--- config.mk ---
export PLATFORM = sky130hd
export DESIGN_NAME = spi_slave_link
export DESIGN_NICKNAME = d
export VERILOG_FILES = /design/src/rtl/spi_pkg.sv /design/src/rtl/spi_sync_edge.sv /design/src/rtl/spi_slave_link.sv
export SDC_FILE = /design/constraint.sdc
export NUM_CORES = 1
export LEC_CHECK = 0
export CORE_MARGIN = 2
export CORE_UTILIZATION = 55
export DETAILED_ROUTE_END_ITERATION = 8
export PLACE_DENSITY_LB_ADDON = 0.05
export SLEW_MARGIN = 20
export SYNTH_ARGS = -nofsm -noshare
export SYNTH_HDL_FRONTEND = slang
export SYNTH_HIERARCHICAL = 1
export SYNTH_SLANG_ARGS = --single-unit
--- constraint.sdc ---
create_clock -name clk -period 3 [get_ports clk]
set_input_delay 0.45 -clock clk [delete_from_list [all_inputs] [get_ports clk]]
set_output_delay 0.45 -clock clk [all_outputs]
set_load 0.01 [all_outputs]
--- src/rtl/spi_pkg.sv ---
// Shared constants for the SPI slave link: FSM state encodings and frame geometry.
package spi_pkg;

    localparam logic [1:0] ST_IDLE  = 2'd0;
    localparam logic [1:0] ST_START = 2'd1;
    localparam logic [1:0] ST_LOAD  = 2'd2;
    localparam logic [1:0] ST_SHIFT = 2'd3;

    localparam int unsigned SPI_BITS = 8;
    localparam int unsigned CNT_W    = $clog2(SPI_BITS);

endpackage

--- src/rtl/spi_sync_edge.sv ---
// Multi-flop synchroniser for one asynchronous input, with a history flop
// providing single-cycle rise/fall strobes on the synchronised level.
module spi_sync_edge #(
    parameter int unsigned SYNC_STAGES = 2
) (
    input  logic clk,
    input  logic rst,
    input  logic din,
    output logic level,
    output logic rise,
    output logic fall
);

    logic [SYNC_STAGES-1:0] sync_q, sync_d;
    logic                   hist_q, hist_d;

    always_comb begin
        sync_d = {sync_q[SYNC_STAGES-2:0], din};
        hist_d = sync_q[SYNC_STAGES-1];
    end

    always_ff @(posedge clk) begin
        if (rst) begin
            sync_q <= '0;
            hist_q <= 1'b0;
        end else begin
            sync_q <= sync_d;
            hist_q <= hist_d;
        end
    end

    assign level = sync_q[SYNC_STAGES-1];
    assign rise  = sync_q[SYNC_STAGES-1] & ~hist_q;
    assign fall  = ~sync_q[SYNC_STAGES-1] & hist_q;

endmodule

--- src/rtl/spi_slave_link.sv ---
// SPI mode-0 slave that streams consecutive memory bytes out on MISO during one
// SS frame, driving reset_addr/incr to walk the address, and captures MOSI bytes.
module spi_slave_link
    import spi_pkg::*;
#(
    parameter int unsigned SYNC_STAGES = 2
) (
    input  logic       clk,
    input  logic       rst,
    input  logic       spi_sck,
    input  logic       spi_ss_n,
    input  logic       spi_mosi,
    input  logic [7:0] tx_byte,
    output logic       spi_miso,
    output logic       spi_miso_oe,
    output logic       reset_addr,
    output logic       incr,
    output logic [7:0] rx_byte,
    output logic       rx_valid,
    output logic       busy
);

    logic sck_rise, sck_fall, sck_level_unused;
    logic ss_rise, ss_fall, ss_level_unused;
    logic mosi_sync, mosi_rise_unused, mosi_fall_unused;

    spi_sync_edge #(.SYNC_STAGES(SYNC_STAGES)) u_sync_sck (
        .clk   (clk),
        .rst   (rst),
        .din   (spi_sck),
        .level (sck_level_unused),
        .rise  (sck_rise),
        .fall  (sck_fall)
    );

    spi_sync_edge #(.SYNC_STAGES(SYNC_STAGES)) u_sync_ss (
        .clk   (clk),
        .rst   (rst),
        .din   (spi_ss_n),
        .level (ss_level_unused),
        .rise  (ss_rise),
        .fall  (ss_fall)
    );

    spi_sync_edge #(.SYNC_STAGES(SYNC_STAGES)) u_sync_mosi (
        .clk   (clk),
        .rst   (rst),
        .din   (spi_mosi),
        .level (mosi_sync),
        .rise  (mosi_rise_unused),
        .fall  (mosi_fall_unused)
    );

    logic [1:0]       state_q, state_d;
    logic [CNT_W-1:0] bit_cnt_q, bit_cnt_d;
    logic [7:0]       tx_sr_q, tx_sr_d;
    logic [7:0]       rx_sr_q, rx_sr_d;
    logic [7:0]       rx_byte_q, rx_byte_d;
    logic             rx_valid_q, rx_valid_d;
    logic             incr_q, incr_d;
    logic             byte_done_q, byte_done_d;

    always_comb begin
        state_d     = state_q;
        bit_cnt_d   = bit_cnt_q;
        tx_sr_d     = tx_sr_q;
        rx_sr_d     = rx_sr_q;
        rx_byte_d   = rx_byte_q;
        rx_valid_d  = 1'b0;
        incr_d      = 1'b0;
        byte_done_d = byte_done_q;

        // SS release aborts any state, discarding a partial byte.
        if (ss_rise) begin
            state_d = ST_IDLE;
        end else begin
            case (state_q)
                ST_IDLE: begin
                    if (ss_fall) state_d = ST_START;
                end
                ST_START: begin
                    bit_cnt_d   = '0;
                    byte_done_d = 1'b0;
                    state_d     = ST_LOAD;
                end
                ST_LOAD: begin
                    tx_sr_d   = tx_byte;
                    bit_cnt_d = '0;
                    state_d   = ST_SHIFT;
                end
                ST_SHIFT: begin
                    if (sck_rise) begin
                        rx_sr_d   = {rx_sr_q[6:0], mosi_sync};
                        bit_cnt_d = bit_cnt_q + 1'b1;
                        if (bit_cnt_q == CNT_W'(SPI_BITS - 1)) begin
                            rx_byte_d   = {rx_sr_q[6:0], mosi_sync};
                            rx_valid_d  = 1'b1;
                            incr_d      = 1'b1;
                            byte_done_d = 1'b1;
                        end
                    end else if (sck_fall) begin
                        // Falling edge after a byte boundary picks up the byte at the advanced address.
                        if (bit_cnt_q == '0 && byte_done_q) tx_sr_d = tx_byte;
                        else                                 tx_sr_d = {tx_sr_q[6:0], 1'b0};
                    end
                end
                default: state_d = ST_IDLE;
            endcase
        end
    end

    always_ff @(posedge clk) begin
        if (rst) begin
            state_q     <= ST_IDLE;
            bit_cnt_q   <= '0;
            tx_sr_q     <= '0;
            rx_sr_q     <= '0;
            rx_byte_q   <= '0;
            rx_valid_q  <= 1'b0;
            incr_q      <= 1'b0;
            byte_done_q <= 1'b0;
        end else begin
            state_q     <= state_d;
            bit_cnt_q   <= bit_cnt_d;
            tx_sr_q     <= tx_sr_d;
            rx_sr_q     <= rx_sr_d;
            rx_byte_q   <= rx_byte_d;
            rx_valid_q  <= rx_valid_d;
            incr_q      <= incr_d;
            byte_done_q <= byte_done_d;
        end
    end

    assign busy        = (state_q != ST_IDLE);
    assign spi_miso_oe = busy;
    assign spi_miso    = busy & tx_sr_q[7];
    assign reset_addr  = (state_q == ST_START);
    assign incr        = incr_q;
    assign rx_byte     = rx_byte_q;
    assign rx_valid    = rx_valid_q;

endmodule

==> flow_summary.yaml <==
run_status:
  run_status: "finished, final reports clean"
timing:
  hold_viol_final: 0
  layout_setup_ws_ns: 0.7417
  slew_headroom_pct: 56.23
  tns_ns: 0
  timing.final.max_slew_violations: 0
  min_period_ns: 2.258
  clock.fmax_mhz: 442.8
  finClkSkew_ns: 0.01119
  hold_slack_ns: 0.4528
  post-route-period-util_pct: 75.28
  worst_pin_slew_ns: 0.6553
  setup_viol: 0
  rsz0062_at_grt: "false"
clock_network:
  clock_path_buffers: 2
  clkSlewWorstSetupHoldPaths_ns: 0.11
  hold_buffers: 0
  ctsHtreeMaxLevel: 2
  postCtsSetupBuffers: 0
  cts_tree: "built"
  clk_latency_ns: 0.35
  cts.sinks: 38
  numCtsBuffers: 5
  cts-root-buf: "clkbuf_4"
  ctsResizeCount: 0
synthesis:
  syn_avg_cell_area_um2: 9.521
  syn-num-nets: 204
  netlist_area_um2: 1733
  yosysWarnings: 6
  synthCells: 182
floorplan:
  die_y_um: 60.13
  pin_count: 27
  die_area_um2: 3616
  initial_utilization_pct: 57.23
  core_um2: 3028
  rows: 20
  die_x_um: 60.13
run:
  max_cap_viol_count: 0
worst_hold_path:
  min_path_type: "reg -> reg"
  hold_start: "u_sync_mosi/sync_q[0]"
power:
  vdd_drop_max_mv: 0.3040
  p_leak_nw: 0.7693
  power.density_nw_per_um2: 409.5
  finalPower_uw: 836.2
route:
  dr_wl_met3_um: 128
  via_per_inst: 5.333
  routed_wl_um: 3242
  met2WireLength_um: 1487
  first_pass_iters: 4
  drt_iter0_markers: 70
  drc: 0
  wl_met1_um: 1564
  vias: 1328
  routedWlPerCell_um: 13.02
  ant_nets: 0
  dr.max_layer_used: "met4"
finish:
  final_core_util_pct: 67.44
  insertedDiodeCount: 0
  final_cell_mix: "38 x dfxtp_1, 26 x clkdlybuf4s50_1, 17 x nand2_1"
  area_delta_synth_final_pct: 17.83
  nets: 226
  mostFrequentLayoutCell: "dfxtp_1"
  drive_above_1_share_pct: 9.756
grt:
  grt_pass1_wl_um: 5582
  grt-ovfl-total: 0
  grt_max_degree: 18
  grt_pass1_vias: 1239
  grtUsageTotal_pct: 21.03
  antenna_found_initial: 0
placed_design:
  place.gp.congestion: 0.7904
  pre_cts_ws_ns: 0.9836
  dp_hpwl_um: 2348
  place.port_buffers: 26
worst_setup_path:
  startpoint: "state_q[0]"
  crit_path_max_fanout: 6
  cp.arrival_ns: 1.81
  cp-start-kind: "flop"
  path_class: "reg -> out"
  r2r-start: "state_q[0]"
  cp.required_ns: 2.55
  cp-end-kind: "output pin"
==> state kept, by name (all words and copies together), names as in the netlist <==
| signal | flops |
|---|---|
| state_q | 2 |
| byte_done_q | 1 |
| incr | 1 |
| u_sync_mosi/sync_q | 2 |
| u_sync_ss/sync_q | 2 |
| bit_cnt_q | 3 |
| u_sync_ss/hist_q | 1 |
| u_sync_sck/sync_q | 2 |
| tx_sr_q | 8 |
| rx_byte | 8 |
| u_sync_sck/hist_q | 1 |
| rx_sr_q | 7 |
==> critical path, cell delays in order (launching register included) <==
cell,delay [ns]
dfxtp_1,0.44
inv_1,0.10
ha_1,0.26
nor2b_1,0.13
clkdlybuf4s50_1,0.54
==> final timing paths <==
path              slack [ns]  depth (start not counted)                    end
setup / recovery        0.74                          4               spi_miso
hold / removal          0.45                          1  u_sync_mosi/sync_q[1]
setup reg to reg        0.99                          4             tx_sr_q[6]
hold reg to reg         0.45                          1  u_sync_mosi/sync_q[1]
==> through the flow <==
step | instances | area [µm²]
after floorplan | 182 | 1733
after global placement | 241 | 1982
after detailed placement | 241 | 1982
after CTS | 249 | 2042
after global routing | 249 | 2042
final | 249 | 2042
==> metal layers <==
metal,up-vias,track usage (%)
met2,28,33.85
met5,-,0
li1,677,-
met1,615,25.57
met4,0,8.889
met3,8,6.926
==> power breakdown <==
| group | leakage, nW | internal, mW | total, mW | switching [mW] |
|---|---|---|---|---|
| clock network | 0.0353 | 0.114 | 0.274 | 0.160 |
| registers | 0.307 | 0.510 | 0.513 | 0.00299 |
| logic | 0.427 | 0.0269 | 0.0496 | 0.0227 |
| total | 0.769 | 0.650 | 0.836 | 0.186 |
==> cell type report <==
type	instances	area, µm²
Fill cell	247	985.9
Multi-Input combinational cell	124	864.6
Sequential cell	38	760.7
Timing Repair Buffer	28	275.3
Clock buffer	7	55.05
Tap cell	44	55.05
Inverter	7	26.28
Clock inverter	1	5.005
Note: power is estimated with default switching activity, not from simulation.
